<file path="src/rtl/period_meter_pkg.sv">
// Shared definitions for the period meter and the clock divider it mirrors:
// FSM state encoding, default counter width and the 50 MHz cycles-per-second
// constant used for divisor/period sizing.
package period_meter_pkg;

  // Measurement FSM states.
  typedef enum logic [1:0] {
    StIdle    = 2'd0,
    StArmed   = 2'd1,
    StMeasure = 2'd2
  } state_e;

  // 28 bits holds one second's worth of 50 MHz cycles.
  localparam int unsigned DefaultWidth    = 28;
  localparam int unsigned CyclesPerSecond = 50_000_000;

  // Bits needed to hold counts 0..max_count inclusive.
  function automatic int unsigned count_width(input int unsigned max_count);
    int unsigned w;
    w = 1;
    while ((w < 32) && ((max_count >> w) != 0)) begin
      w = w + 1;
    end
    return w;
  endfunction

endpackage

</file>
<file path="src/rtl/period_meter_edge_sync.sv">
// Multi-flop synchronizer for an asynchronous input followed by one edge
// register. Rise/Fall are single-cycle pulses in the destination domain.
module period_meter_edge_sync #(
  parameter int unsigned SYNC_STAGES = 2
) (
  input  logic i_clk,
  input  logic i_rst,
  input  logic i_signal,
  output logic o_rise,
  output logic o_fall,
  output logic o_level
);

  logic [SYNC_STAGES-1:0] r_sync;
  logic                   r_edge;
  logic                   w_level;

  // Shift the raw input through the synchronizer chain; remember last level.
  always_ff @(posedge i_clk or posedge i_rst) begin
    if (i_rst) begin
      r_sync <= '0;
      r_edge <= 1'b0;
    end else begin
      r_sync <= {r_sync[SYNC_STAGES-2:0], i_signal};
      r_edge <= r_sync[SYNC_STAGES-1];
    end
  end

  assign w_level = r_sync[SYNC_STAGES-1];
  assign o_level = w_level;
  assign o_rise  = w_level & ~r_edge;
  assign o_fall  = ~w_level & r_edge;

endmodule

</file>
<file path="src/rtl/period_meter.sv">
// Period meter: measures the spacing of rising edges of an asynchronous slow
// signal in i_clock_in cycles, strobes each completed period and flags loss of
// signal after TIMEOUT cycles without a rising edge.
// Optional build macro PERIOD_METER_HIGH_TIME_EN adds o_high_time, the number
// of cycles the signal was high within the reported period.
module period_meter
  import period_meter_pkg::*;
#(
  parameter int unsigned WIDTH       = DefaultWidth,
  parameter int unsigned TIMEOUT     = CyclesPerSecond,
  parameter int unsigned SYNC_STAGES = 2
) (
  input  logic             i_clock_in,
  input  logic             i_reset,
  input  logic             i_enable,
  input  logic             i_signal_in,
  output logic [WIDTH-1:0] o_period,
  output logic             o_period_valid,
  output logic             o_timeout,
`ifdef PERIOD_METER_HIGH_TIME_EN
  output logic [WIDTH-1:0] o_high_time,
`endif
  output logic             o_measuring
);

  localparam logic [WIDTH-1:0] TimeoutCount = WIDTH'(TIMEOUT);
  localparam logic [WIDTH-1:0] CountOne     = WIDTH'(1);

  logic w_rise;
  logic w_fall;
  logic w_level;
  logic w_unused_level;

  state_e           r_state;
  logic [WIDTH-1:0] r_counter;
  logic [WIDTH-1:0] r_period;
  logic             r_period_valid;
  logic             r_timeout;
  logic             r_measuring;
`ifdef PERIOD_METER_HIGH_TIME_EN
  logic [WIDTH-1:0] r_high_latch;
  logic [WIDTH-1:0] r_high_time;
`else
  logic             w_unused_fall;
  assign w_unused_fall = w_fall;
`endif

  // The synchronized level itself is not needed here, only its edges.
  assign w_unused_level = w_level;

  period_meter_edge_sync #(
    .SYNC_STAGES (SYNC_STAGES)
  ) u_edge_sync (
    .i_clk    (i_clock_in),
    .i_rst    (i_reset),
    .i_signal (i_signal_in),
    .o_rise   (w_rise),
    .o_fall   (w_fall),
    .o_level  (w_level)
  );

  // Measurement FSM with registered strobes; Enable low overrides every state.
  always_ff @(posedge i_clock_in or posedge i_reset) begin
    if (i_reset) begin
      r_state        <= StIdle;
      r_counter      <= '0;
      r_period       <= '0;
      r_period_valid <= 1'b0;
      r_timeout      <= 1'b0;
      r_measuring    <= 1'b0;
`ifdef PERIOD_METER_HIGH_TIME_EN
      r_high_latch   <= '0;
      r_high_time    <= '0;
`endif
    end else begin
      r_period_valid <= 1'b0;
      r_timeout      <= 1'b0;
      if (!i_enable) begin
        r_state     <= StIdle;
        r_counter   <= '0;
        r_measuring <= 1'b0;
      end else begin
        case (r_state)
          StIdle: begin
            r_counter <= '0;
            r_state   <= StArmed;
          end
          StArmed: begin
            // The first rise only opens a period; nothing is reported yet.
            if (w_rise) begin
              r_counter   <= CountOne;
              r_state     <= StMeasure;
              r_measuring <= 1'b1;
`ifdef PERIOD_METER_HIGH_TIME_EN
              r_high_latch <= '0;
`endif
            end
          end
          StMeasure: begin
            // A rise on the timeout cycle still counts as a valid period.
            if (w_rise) begin
              r_period       <= r_counter;
              r_period_valid <= 1'b1;
              r_counter      <= CountOne;
`ifdef PERIOD_METER_HIGH_TIME_EN
              r_high_time    <= r_high_latch;
              r_high_latch   <= '0;
`endif
            end else if (r_counter == TimeoutCount) begin
              r_timeout   <= 1'b1;
              r_counter   <= '0;
              r_state     <= StArmed;
              r_measuring <= 1'b0;
            end else begin
              r_counter <= r_counter + CountOne;
`ifdef PERIOD_METER_HIGH_TIME_EN
              if (w_fall) begin
                r_high_latch <= r_counter;
              end
`endif
            end
          end
          default: begin
            r_state     <= StIdle;
            r_counter   <= '0;
            r_measuring <= 1'b0;
          end
        endcase
      end
    end
  end

  assign o_period       = r_period;
  assign o_period_valid = r_period_valid;
  assign o_timeout      = r_timeout;
  assign o_measuring    = r_measuring;
`ifdef PERIOD_METER_HIGH_TIME_EN
  assign o_high_time    = r_high_time;
`endif

endmodule

</file>
<file path="config.mk">
export PLATFORM = sky130hd
export DESIGN_NAME = period_meter
export DESIGN_NICKNAME = d
export VERILOG_FILES = /design/src/rtl/period_meter_pkg.sv /design/src/rtl/period_meter_edge_sync.sv /design/src/rtl/period_meter.sv
export SDC_FILE = /design/constraint.sdc
export NUM_CORES = 1
export LEC_CHECK = 0
export ABC_AREA = 0
export CORE_MARGIN = 2
export CORE_UTILIZATION = 40
export DETAILED_ROUTE_END_ITERATION = 10
export GPL_TIMING_DRIVEN = 0
export SYNTH_ARGS = -nofsm -noshare
export SYNTH_HDL_FRONTEND = slang
export SYNTH_SLANG_ARGS = --single-unit
</file>
<file path="constraint.sdc">
create_clock -name i_clock_in -period 4.05 [get_ports i_clock_in]
set_input_delay 0.81 -clock i_clock_in [delete_from_list [all_inputs] [get_ports i_clock_in]]
set_output_delay 0.81 -clock i_clock_in [all_outputs]
set_load 0.05 [all_outputs]
</file>
Yosys cells after proc, flatten, opt, wreduce, memory -nomap -nowiden
Index checks and enable logic that the tools add are counted.

cells by class
  add/sub/neg operators = 1
  eq/ne operators = 7
  mux-type cells = 22
  bitwise logic cells = 2
  reduce and logical (&&, ||, !) cells = 4

operator list
  kind                     count
  $mux W28                 4
  $pmux W28 S2             1
  $add A28 B1 Y28 const B  1
  $eq A28 B26 Y1 const B   1
  $mux W1                  11
  $mux W2                  4
  $ne A3 B3 Y1 const B     2
  $pmux W2 S3              1
  $reduce_and A3 Y1        2
  $reduce_and A4 Y1        1
  $ne A3 B2 Y1 const B     1
  $pmux W1 S3              1
  $eq A2 B1 Y1 const B     1
  $eq A2 B2 Y1 const B     1
  $logic_not A2 Y1         1
  $ne A2 B2 Y1 const B     1
  $and A1 B1 Y1            1
  $not A1 Y1               1

storage, ports and cells
  flip-flop bits (word level) = 64
  input bits = 4
  output and inout port bits = 31
  word-level logic and storage cells = 44

Longest topological paths before layout
Gate-level depths: netlist of run 1.

  word-level depth = 5
  depth in mapped cells = 9
  depth with buffers taken out = 7

Hierarchy
From an unflattened synthesis of run 1, not the netlist that was laid out.

second synthesis, totals
  cells, all modules = 300
  area total of the unflattened synthesis = 3141.8 µm²

by module, submodules not included
  module                  instances  cells each  area an instance (µm²)  seq. area each (µm²)
  period_meter            1          294         3047.9                  1526.5
  period_meter_edge_sync  1          6           93.8                    75.1

Worst setup path before layout of run 1
Ideal clock, no wire load.

  path type = input port to flip-flop
  start point = in i_enable
  end point = reg r_counter[26]
  library setup time = 0.118 ns
  arrival time = 1.931 ns
  data required time = 3.932 ns
  path slack = 2.001 ns
  stages = 6
  path buffers = 1
  cells stage by stage = buf_2 -> and2_1 -> a211oi_2 -> nand4_1 -> xor2_1 -> nor2_1

between the ends
  longest elaborated chain between the ends = 1
  elaborated cells on any way between the ends = 2
  classes of those cells = eq/ne: 1; mux: 1

RTL lines
  what                                                       line                 RTL
  start, declared                                            period_meter.sv:15   input logic i_enable,
  $ne A3 B2 Y1 (no source line) or $mux W28 (tied branches)  --
  end signal, assigned                                       period_meter.sv:91   r_counter <= CountOne;
  end signal, assigned                                       period_meter.sv:104  r_counter <= CountOne;
  end signal, assigned                                       period_meter.sv:115  r_counter <= r_counter + CountOne;
  end, declared                                              period_meter.sv:35   logic [WIDTH-1:0] r_counter;

Several ways; a longest one is shown, not always the timed one.
A chain may end at the register's enable or synchronous reset.

Worst setup path in the final report of run 1
  start point = reg r_period[27], in the netlist o_period[27]
  end point = out o_period[27]

RTL lines
  what                    line                 RTL
  start, declared         period_meter.sv:36   logic [WIDTH-1:0] r_period;
  start signal, assigned  period_meter.sv:102  r_period <= r_counter;
  end, declared           period_meter.sv:17   output logic [WIDTH-1:0] o_period,

No word-level cell between the ends.

==> results of run 1 <==
-- worst max-delay path by stage --
| stage | startpoint | endpoint | slack (ns) |
|---|---|---|---|
| after CTS | o_period[17] | o_period[17] | 1.71 |
| after global routing | o_period[17] | o_period[17] | 1.66 |
| after floorplan | i_reset | o_measuring | 1.64 |
| after detailed placement | i_enable | r_counter[26] | 1.69 |
| final | o_period[27] | o_period[27] | 1.72 |
| after global placement | i_reset | o_timeout | 0.47 |
-- final cells by class --
cell class	instances	area [µm²]
fill	637	3520
inverter	8	30.0
clock buffer	12	165
tap	99	124
sequential	64	1600
timing repair buffer	34	350
multi-input combinational	175	1250
clock inverter	4	75.1
buffer	10	60.1
-- cell usage after synthesis (2+ instances only) --
library cell,count,area share
xor2_1,21,0.063
a21oi_1,3,0.0051
nand3_1,11,0.019
nor3_2,2,0.0068
clkbuf_1,2,0.0026
and3_1,8,0.017
buf_6,2,0.0077
nor2_1,31,0.040
nand2_1,19,0.024
xnor2_1,5,0.015
dfrtp_1,64,0.54
nor4_1,3,0.0064
ha_1,5,0.021
buf_2,3,0.0051
buf_1,2,0.0026
nand4_1,10,0.021
o21ai_1,2,0.0034
and2_1,2,0.0043
mux2_2,27,0.10
inv_1,8,0.010
o21a_1,2,0.0051
o21ai_0,4,0.0068
and4_1,5,0.015
nor4bb_1,2,0.0068
-- registers in the layout, indices dropped and copies added, names as in the netlist --
register and cells:
r_counter 28, o_period_valid 1, o_timeout 1, r_state 2
o_measuring 1, u_edge_sync.r_edge 1, u_edge_sync.r_sync 2, o_period 28
-- logic make-up (layout without fill, tap and decap cells) --
kind of cell	count (synthesis)	in the layout
fa+ha+maj	5	5
mux	28	28
flops	64	64
compound gates	16	16
xor+xnor	26	26
simple gates	100	100
buf+inv	18	68
-- metrics by stage --
step,cells,utilization,cell area [µm²]
floorplan,257,-,2940
global placement,389,0.473,3400
detailed placement,390,0.476,3420
CTS,406,0.510,3660
global route,406,0.510,3660
finish,406,0.510,3660
-- power by group --
group / leakage, nW / switching [W] / internal [W]
clock network: 0.115 / 0.000249 / 0.000397
logic: 0.604 / 0.0000540 / 0.0000291
registers: 0.886 / 0.00000371 / 0.000645
-- layout by cell type (no fill, tap or decap), types with 2 or more instances in the layout --
cell | netlist | final
o21ai_1 | 2 | 2
buf_6 | 2 | 2
nand2_1 | 19 | 19
clkinvlp_4 | 0 | 2
bufinv_16 | 0 | 2
nor3_2 | 2 | 2
a21oi_1 | 3 | 3
xor2_1 | 21 | 21
buf_2 | 3 | 3
nor4bb_1 | 2 | 2
o21ai_0 | 4 | 4
nor4_1 | 3 | 3
clkbuf_1 | 2 | 2
o21a_1 | 2 | 2
clkdlybuf4s50_1 | 0 | 33
xnor2_1 | 5 | 5
inv_1 | 8 | 7
buf_1 | 2 | 2
mux2_2 | 27 | 27
nor2_1 | 31 | 31
nand4_1 | 10 | 10
dfrtp_1 | 64 | 64
and3_1 | 8 | 8
clkbuf_8 | 0 | 12
and2_1 | 2 | 2
and4_1 | 5 | 5
nand3_1 | 11 | 11
ha_1 | 5 | 5
-- metal layers --
layer,GRT usage,vias up,part of all wire
li1,-,980,-
met2,0.235,39,0.45
met1,0.210,996,0.48
met5,0,-,0
met4,0.0615,0,0.017
met3,0.0503,9,0.044
==> flow_metrics.env, run 1 <==
export IMPL_critical_path_buf_inv_count=1
export IMPL_layout_nets=311
export IMPL_synth_xor_area_frac=0.0774
export IMPL_pre_cts_ws_ns=1.69
export IMPL_dp_hpwl_um=3880
export IMPL_start_kind="flop"
export IMPL_max_freq_mhz=430
export IMPL_synth_cell_type_count=38
export IMPL_path_delay_family="buffers and inverters"
export IMPL_crit_path_top_delay_cell="clkdlybuf4s50_1"
export IMPL_rrSetupSlack_ns=2.01
export IMPL_synth_compound_area_frac=0.0417
export IMPL_insertion_delay_ns=0.34
export IMPL_num_antenna_cells=0
export IMPL_cts_tree="done"
export IMPL_drc=0
export IMPL_path_class="reg2out"
export IMPL_grt_antenna_before_repair=0
export IMPL_portBuffers=33
export IMPL_maxSlewHeadroom=0.565
export IMPL_grt_pass1_vias=2013
export IMPL_yosysWarnings=0
export IMPL_grt_first_pass_wirelength_um=9830
export IMPL_synthMuxAreaShare=0.107
export IMPL_cts_path_max_buffers=2
export IMPL_layout_setup_ws_ns=1.72
export IMPL_floorplan_rows=31
export IMPL_gp_congestion=0.829
export IMPL_post_cts_setup_buffers=0
export IMPL_fin_crit_sh=0.575
export IMPL_hold_end="u_edge_sync.r_sync[1]"
export IMPL_cap_violations=0
export IMPL_ir_worst_vdd_v=0.000178
export IMPL_post_cts_resized=0
export IMPL_worstHoldStart="u_edge_sync.r_sync[0]"
export IMPL_synth_nets=266
export IMPL_cp_depth=1
export IMPL_syn_area_per_cell_um2=11.5
export IMPL_crit_required_ns=3.24
export IMPL_synthCells=257
export IMPL_tightest_slew_ns=0.651
export IMPL_cp_max_fo=2
export IMPL_async_flop_share=1.00
export IMPL_syn2layout_area_growth_pct=24.3
export IMPL_htreeDepth=3
export IMPL_die_area_um2=8060
export IMPL_io_pins=35
export IMPL_root_buffer="clkbuf_8"
export IMPL_p_leak_nw=1.60
export IMPL_synth_top_family_by_area="simple AND/OR/NAND/NOR gates"
export IMPL_grtUsageTotal=0.156
export IMPL_yosys_most_used_dff="dfrtp_1"
export IMPL_maxSlewViolCount=0
export IMPL_power_density_nw_per_um2=377
export IMPL_die_x_um=89.8
export IMPL_via_per_inst=4.99
export IMPL_synth_edf_count=0
export IMPL_hp_class="reg2reg"
export IMPL_tns_ns=0
export IMPL_crit_path_max_incr_delay_ns=0.81
export IMPL_cp_end_kind="output port"
export IMPL_status="completed"
export IMPL_drive_above_1_share=0.192
export IMPL_setup_viol=0
export IMPL_cts_hold_buf=0
export IMPL_crit_arrival_ns=1.52
export IMPL_clk_pin_slew_ns=0.07
export IMPL_synth_adder_area_share=0.0213
export IMPL_whs_ns=0.349
export IMPL_synth_yosys_seq_area_share=0.544
export IMPL_finalCriticalPeriod_ns=2.33
export IMPL_overflow=0
export IMPL_power_w=0.00138
export IMPL_syn_area_um2=2940
export IMPL_synth_simple_gate_area_share=0.178
export IMPL_grt_setup_unrepaired="no"
export IMPL_grt_max_degree=42
export IMPL_die_h_um=89.8
export IMPL_r2r_start="r_counter[0]"
export IMPL_reg2reg_depth=9
export IMPL_synth_seq_cells=64
export IMPL_whs_path_depth=0
export IMPL_dr_total_vias=2024
export IMPL_numCtsBuffers=9
export IMPL_finalWirelength_um=5610
export IMPL_r2r_end="r_counter[17]"
export IMPL_ant_nets=0
export IMPL_cp_cell_sequence="clkdlybuf4s50_1"
export IMPL_drt_iter0_drc=115
export IMPL_finClkSkew_ns=0.00393
export IMPL_clock_sinks=64
export IMPL_wl_per_cell_um=13.8
export IMPL_core_area_um2=7180
export IMPL_report_final_hold_viol_count=0
export IMPL_start_util=0.410
export IMPL_drt_pass1_iterations=4
Power figures use the tool's default switching activity.
==> run 2, diff against run 1 <==
clock period = 2.25 ns   (was 4.05 ns; I/O delays follow)
==> results of run 2 <==
The final DEF is identical to that of run 1. Status: completed.
Among the figures that moved: setup slack after placement 1.69 ns -> 0.204 ns; setup slack after layout 1.72 ns -> 0.206 ns; start point of the critical path o_period[27] -> r_counter[0]; end point of the critical path o_period[27] -> r_counter[17]; register-to-register setup slack 2.01 ns -> 0.21 ns; total power 0.00138 W -> 0.00248 W; worst IR drop on VDD 0.000178 V -> 0.000320 V
==> run 3, diff against run 2 <==
CAP_MARGIN = 0   (was unset)
TNS_END_PERCENT = 100   (was unset)
==> results of run 3 <==
The final DEF is identical to that of run 1. Status: completed.
Among the figures that moved: setup slack after placement 1.69 ns -> 0.204 ns; setup slack after layout 1.72 ns -> 0.206 ns; start point of the critical path o_period[27] -> r_counter[0]; end point of the critical path o_period[27] -> r_counter[17]; register-to-register setup slack 2.01 ns -> 0.21 ns; total power 0.00138 W -> 0.00248 W; worst IR drop on VDD 0.000178 V -> 0.000320 V
